$ cat src/rtl/trap_controller_if.sv
// Trap controller bus: decode-stage strobes, CSR access and PC redirect.
//   master : pipeline side. It drives the strobes, the PC and the CSR write
//            fields, and it receives the read data, stall, flush and redirect.
//   slave  : trap_controller side.
interface trap_controller_if #(
  parameter int XLEN = 32
);
  logic            i_valid;
  logic [XLEN-1:0] i_pc;
  logic            i_ecall;
  logic            i_mret;
  logic            i_illegal;
  logic            i_csr_we;
  logic [11:0]     i_csr_addr;
  logic [XLEN-1:0] i_csr_wdata;
  logic [XLEN-1:0] o_csr_rdata;
  logic            o_stall;
  logic            o_flush;
  logic            o_redirect;
  logic [XLEN-1:0] o_redirect_pc;
  logic            o_busy;

  modport master (
    output i_valid, i_pc, i_ecall, i_mret, i_illegal,
    output i_csr_we, i_csr_addr, i_csr_wdata,
    input  o_csr_rdata, o_stall, o_flush, o_redirect, o_redirect_pc, o_busy
  );

  modport slave (
    input  i_valid, i_pc, i_ecall, i_mret, i_illegal,
    input  i_csr_we, i_csr_addr, i_csr_wdata,
    output o_csr_rdata, o_stall, o_flush, o_redirect, o_redirect_pc, o_busy
  );
endinterface

$ cat src/rtl/trap_controller.sv
// Machine-mode trap sequencer for the RV32 core.
// Ports:
//   i_clk   : clock
//   i_rst_n : asynchronous active-low reset
//   bus     : trap_controller_if.slave. It carries the strobes and PC of the
//             instruction in execute, CSR read/write access, and the
//             stall/flush/redirect controls to fetch.
// The module owns mstatus (MIE/MPIE, MPP fixed at M), mtvec, mepc and mcause.
// Every event runs exactly one FLUSH cycle and then one REDIRECT cycle.
//
// state    | meaning
// ---------+---------------------------------------------------------
// IDLE     | waiting for an event; CSR writes are accepted here
// FLUSH    | stall and flush the pipe; CSR updates commit at cycle end
// REDIRECT | o_redirect pulses with the mtvec or mepc target
module trap_controller #(
  parameter int              XLEN        = 32,
  parameter logic [XLEN-1:0] RESET_MTVEC = '0
) (
  input  logic          i_clk,
  input  logic          i_rst_n,
  trap_controller_if.slave bus
);

  typedef enum logic [1:0] {
    ST_IDLE,
    ST_FLUSH,
    ST_REDIRECT
  } state_t;

  localparam logic [11:0] ADDR_MSTATUS = 12'h300;
  localparam logic [11:0] ADDR_MTVEC   = 12'h305;
  localparam logic [11:0] ADDR_MEPC    = 12'h341;
  localparam logic [11:0] ADDR_MCAUSE  = 12'h342;

  localparam logic [XLEN-1:0] ALIGN_MASK = ~(XLEN'(3));
  localparam logic [3:0]      CAUSE_ILL  = 4'd2;
  localparam logic [3:0]      CAUSE_ECALL = 4'd11;

  state_t          state;
  logic            mie;
  logic            mpie;
  logic [XLEN-1:0] mtvec;
  logic [XLEN-1:0] mepc;
  logic [XLEN-1:0] mcause;

  logic            kind_trap;
  logic [3:0]      cause_q;
  logic [XLEN-1:0] pc_q;

  logic            stall_q;
  logic            flush_q;
  logic            redirect_q;
  logic [XLEN-1:0] redirect_pc_q;

  logic            ev_any;
  logic            ev_trap;
  logic [3:0]      ev_cause;
  logic            csr_wr_en;
  logic [XLEN-1:0] mstatus_val;
  logic [XLEN-1:0] rdata;

  // An illegal instruction, or ecall and mret together, traps with cause 2.
  // An ecall alone traps with cause 11. An mret alone returns.
  always_comb begin
    ev_any   = bus.i_valid & (bus.i_ecall | bus.i_mret | bus.i_illegal);
    ev_trap  = bus.i_illegal | bus.i_ecall;
    ev_cause = (bus.i_illegal | bus.i_mret) ? CAUSE_ILL : CAUSE_ECALL;
    // A write that arrives with an event belongs to the trapping instruction,
    // so it is dropped.
    csr_wr_en = (state == ST_IDLE) & bus.i_valid & bus.i_csr_we & ~ev_any;
  end

  always_comb begin
    mstatus_val        = '0;
    mstatus_val[12:11] = 2'b11;
    mstatus_val[7]     = mpie;
    mstatus_val[3]     = mie;
    unique case (bus.i_csr_addr)
      ADDR_MSTATUS: rdata = mstatus_val;
      ADDR_MTVEC:   rdata = mtvec;
      ADDR_MEPC:    rdata = mepc;
      ADDR_MCAUSE:  rdata = mcause;
      default:      rdata = '0;
    endcase
  end

  always_ff @(posedge i_clk or negedge i_rst_n) begin
    if (!i_rst_n) begin
      state         <= ST_IDLE;
      mie           <= 1'b0;
      mpie          <= 1'b0;
      mtvec         <= RESET_MTVEC & ALIGN_MASK;
      mepc          <= '0;
      mcause        <= '0;
      kind_trap     <= 1'b0;
      cause_q       <= '0;
      pc_q          <= '0;
      stall_q       <= 1'b0;
      flush_q       <= 1'b0;
      redirect_q    <= 1'b0;
      redirect_pc_q <= '0;
    end else begin
      unique case (state)
        ST_IDLE: begin
          if (ev_any) begin
            kind_trap <= ev_trap;
            cause_q   <= ev_cause;
            pc_q      <= bus.i_pc & ALIGN_MASK;
            stall_q   <= 1'b1;
            flush_q   <= 1'b1;
            state     <= ST_FLUSH;
          end else if (csr_wr_en) begin
            unique case (bus.i_csr_addr)
              ADDR_MSTATUS: begin
                mie  <= bus.i_csr_wdata[3];
                mpie <= bus.i_csr_wdata[7];
              end
              ADDR_MTVEC:  mtvec  <= bus.i_csr_wdata & ALIGN_MASK;
              ADDR_MEPC:   mepc   <= bus.i_csr_wdata & ALIGN_MASK;
              ADDR_MCAUSE: mcause <= bus.i_csr_wdata;
              default: ;
            endcase
          end
        end
        ST_FLUSH: begin
          stall_q    <= 1'b0;
          flush_q    <= 1'b0;
          redirect_q <= 1'b1;
          // No CSR write can land during the sequence, so mtvec and mepc are
          // stable here. That lets the target register in the same cycle as
          // the commit.
          if (kind_trap) begin
            mepc          <= pc_q;
            mcause        <= XLEN'(cause_q);
            mpie          <= mie;
            mie           <= 1'b0;
            redirect_pc_q <= mtvec;
          end else begin
            mie           <= mpie;
            mpie          <= 1'b1;
            redirect_pc_q <= mepc;
          end
          state <= ST_REDIRECT;
        end
        ST_REDIRECT: begin
          redirect_q <= 1'b0;
          state      <= ST_IDLE;
        end
        default: state <= ST_IDLE;
      endcase
    end
  end

  assign bus.o_csr_rdata   = rdata;
  assign bus.o_stall       = stall_q;
  assign bus.o_flush       = flush_q;
  assign bus.o_redirect    = redirect_q;
  assign bus.o_redirect_pc = redirect_pc_q;
  assign bus.o_busy        = (state != ST_IDLE);

endmodule

$ cat src/flat_wrapper.sv
// flat-port wrapper written by rule: the top's interface ports become plain ports
module trap_controller_flat 
#(
  parameter int              XLEN        = 32,
  parameter logic [XLEN-1:0] RESET_MTVEC = '0
)
  (i_clk, i_rst_n, bus_i_valid, bus_i_pc, bus_i_ecall, bus_i_mret, bus_i_illegal, bus_i_csr_we, bus_i_csr_addr, bus_i_csr_wdata, bus_o_csr_rdata, bus_o_stall, bus_o_flush, bus_o_redirect, bus_o_redirect_pc, bus_o_busy);
  trap_controller_if #(.XLEN(XLEN)) bus_i ();
  input  logic i_clk;
  input  logic i_rst_n;
  input wire logic [$bits(bus_i.i_valid)-1:0] bus_i_valid;
  input wire logic [$bits(bus_i.i_pc)-1:0] bus_i_pc;
  input wire logic [$bits(bus_i.i_ecall)-1:0] bus_i_ecall;
  input wire logic [$bits(bus_i.i_mret)-1:0] bus_i_mret;
  input wire logic [$bits(bus_i.i_illegal)-1:0] bus_i_illegal;
  input wire logic [$bits(bus_i.i_csr_we)-1:0] bus_i_csr_we;
  input wire logic [$bits(bus_i.i_csr_addr)-1:0] bus_i_csr_addr;
  input wire logic [$bits(bus_i.i_csr_wdata)-1:0] bus_i_csr_wdata;
  output wire logic [$bits(bus_i.o_csr_rdata)-1:0] bus_o_csr_rdata;
  output wire logic [$bits(bus_i.o_stall)-1:0] bus_o_stall;
  output wire logic [$bits(bus_i.o_flush)-1:0] bus_o_flush;
  output wire logic [$bits(bus_i.o_redirect)-1:0] bus_o_redirect;
  output wire logic [$bits(bus_i.o_redirect_pc)-1:0] bus_o_redirect_pc;
  output wire logic [$bits(bus_i.o_busy)-1:0] bus_o_busy;
  assign bus_i.i_valid = bus_i_valid;
  assign bus_i.i_pc = bus_i_pc;
  assign bus_i.i_ecall = bus_i_ecall;
  assign bus_i.i_mret = bus_i_mret;
  assign bus_i.i_illegal = bus_i_illegal;
  assign bus_i.i_csr_we = bus_i_csr_we;
  assign bus_i.i_csr_addr = bus_i_csr_addr;
  assign bus_i.i_csr_wdata = bus_i_csr_wdata;
  assign bus_o_csr_rdata = bus_i.o_csr_rdata;
  assign bus_o_stall = bus_i.o_stall;
  assign bus_o_flush = bus_i.o_flush;
  assign bus_o_redirect = bus_i.o_redirect;
  assign bus_o_redirect_pc = bus_i.o_redirect_pc;
  assign bus_o_busy = bus_i.o_busy;
  trap_controller #(.XLEN(XLEN), .RESET_MTVEC(RESET_MTVEC)) u_core (.i_clk(i_clk), .i_rst_n(i_rst_n), .bus(bus_i));
endmodule
$ cat config.mk
export PLATFORM = sky130hd
export DESIGN_NAME = trap_controller_flat
export DESIGN_NICKNAME = d
export VERILOG_FILES = /design/src/rtl/trap_controller_if.sv /design/src/rtl/trap_controller.sv /design/src/flat_wrapper.sv
export SDC_FILE = /design/constraint.sdc
export NUM_CORES = 1
export LEC_CHECK = 0
export ABC_AREA = 1
export BUFFER_PORTS_ARGS = -buffer_cell sky130_fd_sc_hd__buf_2
export CORE_MARGIN = 2
export CORE_UTILIZATION = 40
export CTS_BUF_LIST = sky130_fd_sc_hd__clkbuf_8
export DETAILED_ROUTE_END_ITERATION = 8
export GPL_ROUTABILITY_DRIVEN = 0
export PLACE_DENSITY_LB_ADDON = 0.15
export SETUP_SLACK_MARGIN = 0.02
export SKIP_CTS_REPAIR_TIMING = 1
export SLEW_MARGIN = 15
export SYNTH_ARGS = -nofsm -noshare
export SYNTH_HDL_FRONTEND = slang
export SYNTH_SLANG_ARGS = --single-unit
export TNS_END_PERCENT = 10
$ cat constraint.sdc
create_clock -name i_clk -period 1.9 [get_ports i_clk]
set_input_delay 0.38 -clock i_clk [delete_from_list [all_inputs] [get_ports i_clk]]
set_output_delay 0.38 -clock i_clk [all_outputs]
set_load 0.02 [all_outputs]
==> flow_summary.json <==
{
  "finalHoldViolations": 0,
  "end_kind": "output pin",
  "numCtsBuffers": 17,
  "post-route-period-util_pct": 110,
  "setup_tns_ns": -3.53,
  "place_hpwl_mm": 16.9,
  "relSlewSlack_pct": 62.3,
  "required_ns": 1.52,
  "synthTopCellsByArea": "dfrtp_1, nand2_1, nand4_1",
  "top_usage_layer": "met2",
  "clockPowerShare_pct": 19.9,
  "cp.arrival_ns": 1.70,
  "path_clk_slew_ns": 0.09,
  "final_cells": 1495,
  "min_from": "bus_i_pc[24]",
  "overflow": 0,
  "dp_slack_ns": -0.292,
  "grt_pass1_vias": 7337,
  "switching_share_pct": 43.2,
  "syn_area_um2": 8190,
  "violations": "negative setup slack",
  "drcViolationCount": 0,
  "vias": 7716,
  "slew_violations": 0,
  "p_comb_share_pct": 41.9,
  "clock_sinks": 161,
  "port_buffers": 146,
  "avgSynthCellArea_um2": 7.71,
  "rsz0062_at_grt": "yes",
  "ios": 151,
  "setup_ws_ns": -0.182,
  "tightestPinTransition_ns": 0.565,
  "drt.antenna.violating_nets": 0,
  "synth_seq_area_share_pct": 49.2,
  "peakVddDrop_uv": 723,
  "p_seq_share_pct": 38.2,
  "path_max_fanout": 7,
  "clockBufferDepth": 2,
  "grt_start_max_net_pins": 62,
  "worst-r2r-setup-slack_ns": 0.17,
  "fp.dieH_um": 147,
  "nNetsFinal": 1298,
  "rows": 52,
  "yosys.area.top_type_share_pct": 49.2,
  "viasPerCell": 5.16,
  "yosysWarnings": 0,
  "die_w_um": 147,
  "cpPeakStageDelay_ns": 0.27,
  "wl_per_cell_um": 17.5,
  "drv_cap": 0,
  "die_area_um2": 21600,
  "first_iter_violations": 656,
  "mostFrequentLayoutCells": "nand2_1, dfrtp_1, nand4_1, inv_1, buf_2",
  "max_freq_ghz": 0.480,
  "clkLatencyLatePin_ns": 0.45,
  "clk_root_buffer_cell": "clkbuf_8",
  "synth_cells": 1062,
  "outcome": "complete, but fails checks",
  "whs_path_depth": 3,
  "crit_path_top_delay_cell": "o211ai_1",
  "p_leak_nw": 5.28,
  "ff2ff_path_depth": 10,
  "min_path_type": "in2reg",
  "cellPowerDensity_nw_per_um2": 1360,
  "setup_viol": 33,
  "p_int_mw": 7.94,
  "met1_usage_pct": 35.9,
  "start_kind": "input pin",
  "cp_common_cell": "nor2_4",
  "drt_wl_total_mm": 26.2,
  "drive_above_1_share_pct": 21.7,
  "antenna_found_initial": 0,
  "final_common_cell": "nand2_1",
  "core_um2": 20200,
  "track_usage_pct": 23.9,
  "period_minus_slack_ns": 2.08,
  "syn2layout_area_growth_pct": 25.8,
  "synth-seq-cells": 161,
  "hold_end": "u_core.pc_q[24]",
  "synth_cell_types": 25,
  "grt_pass1_wl_mm": 40.3,
  "finClkSkew_ns": 0.0118,
  "hold_ws_ns": 0.122,
  "p_sw_mw": 6.04,
  "r2r_end": "u_core.mepc[30]",
  "initial_core_util_pct": 40.6,
  "placed_cells": 1454,
  "synth_top_area_cell": "dfrtp_1",
  "final_util_pct": 51.1,
  "crit_type": "in2out",
  "reg2reg_from": "u_core.state[1]",
  "use_met2_pct": 36.2,
  "htreeDepth": 4,
  "cp_cell_sequence": "buf_6, nor2_4, nand3_2, nor2_4, nand3_4, buf_12, o211ai_1, buf_4",
  "grt.met3_usage_pct": 4.10,
  "cts_tree": "built",
  "dr.pass1.iters": 7
}
worst max-delay path: cells and delay by family:
kind                   cells  cell delay (ns)
AO/OA/AOI/OAI              1             0.27
buffers and inverters      3             0.48
AND/OR/NAND/NOR            4             0.57
sequential cells by signal (all words and copies together) (netlist names), 2 cells and up:
| name | cells |
|---|---|
| u_core.bus.o_redirect_pc | 30 |
| u_core.mtvec | 30 |
| u_core.pc_q | 30 |
| u_core.cause_q | 2 |
| u_core.state | 2 |
| u_core.mcause | 32 |
| u_core.mepc | 30 |
area by class of cell:
cell class | instances | area, µm²
tap | 270 | 338
inverter | 128 | 482
antenna | 1 | 2.50
fill | 2047 | 9870
multi-input combinational | 694 | 3370
clock inverter | 14 | 190
sequential | 161 | 4030
clock buffer | 18 | 248
timing repair buffer | 209 | 1630
power groups by stage:
stage	Sequential, mW	Clock [mW]	Combinational, mW
6_report	5.34	2.78	5.86
5_1_grt	5.47	2.98	6.59
4_1_cts	5.31	2.85	5.83
3_5_place_dp	5.38	0	5.80
3_3_place_gp	5.35	0	5.73
2_1_floorplan	5.64	0	3.25
worst max-delay path by stage:
stage                      startpoint                   to  slack [ns]  cells past startpoint
floorplan           bus_i_csr_addr[5]  bus_o_csr_rdata[10]        0.04                      6
global placement    bus_i_csr_addr[5]  bus_o_csr_rdata[31]       -0.28                      8
CTS                 bus_i_csr_addr[5]  bus_o_csr_rdata[31]       -0.29                      8
detailed placement  bus_i_csr_addr[5]  bus_o_csr_rdata[31]       -0.29                      8
finish              bus_i_csr_addr[4]  bus_o_csr_rdata[31]       -0.18                      8
global route        bus_i_csr_addr[4]  bus_o_csr_rdata[31]       -0.25                      8
per-layer routing:
metal | routed length [µm] | share of wire [%]
met5 | 0 | 0
met4 | 283 | 1.1
met3 | 1480 | 5.7
met2 | 11800 | 45
met1 | 12600 | 48
cells in the mapped netlist:
library cell / n
a21oi_1: 1
buf_1: 3
buf_2: 39
buf_4: 6
clkbuf_1: 32
clkinv_2: 1
conb_1: 1
dfrtp_1: 161
ha_1: 4
inv_1: 123
inv_2: 4
nand2_1: 332
nand2_2: 1
nand3_1: 14
nand3_2: 2
nand4_1: 132
nor2_1: 44
nor2_2: 4
nor2_8: 1
nor3_4: 1
o211ai_1: 26
o21a_1: 1
o21ai_0: 97
o21ai_1: 31
or2_2: 1
through the flow:
stage	power [mW]	cell area [µm²]
6_report	14.0	10300
5_1_grt	15.0	10300
4_1_cts	14.0	9970
3_5_place_dp	11.2	9540
3_3_place_gp	11.1	9540
2_1_floorplan	8.89	8190
cells by family (layout without fill, tap and decap cells):
group | Yosys count | in the layout | share of synthesized area, %
AOI/OAI and AO/OA | 156 | 156 | 10.4
adders and majority gates | 4 | 4 | 0.611
buffers and inverters | 208 | 369 | 10.4
DFF | 161 | 161 | 49.2
other | 1 | 3 | 0.0458
and+or+nand+nor | 532 | 532 | 29.3
(Power assumes the default switching activity.)
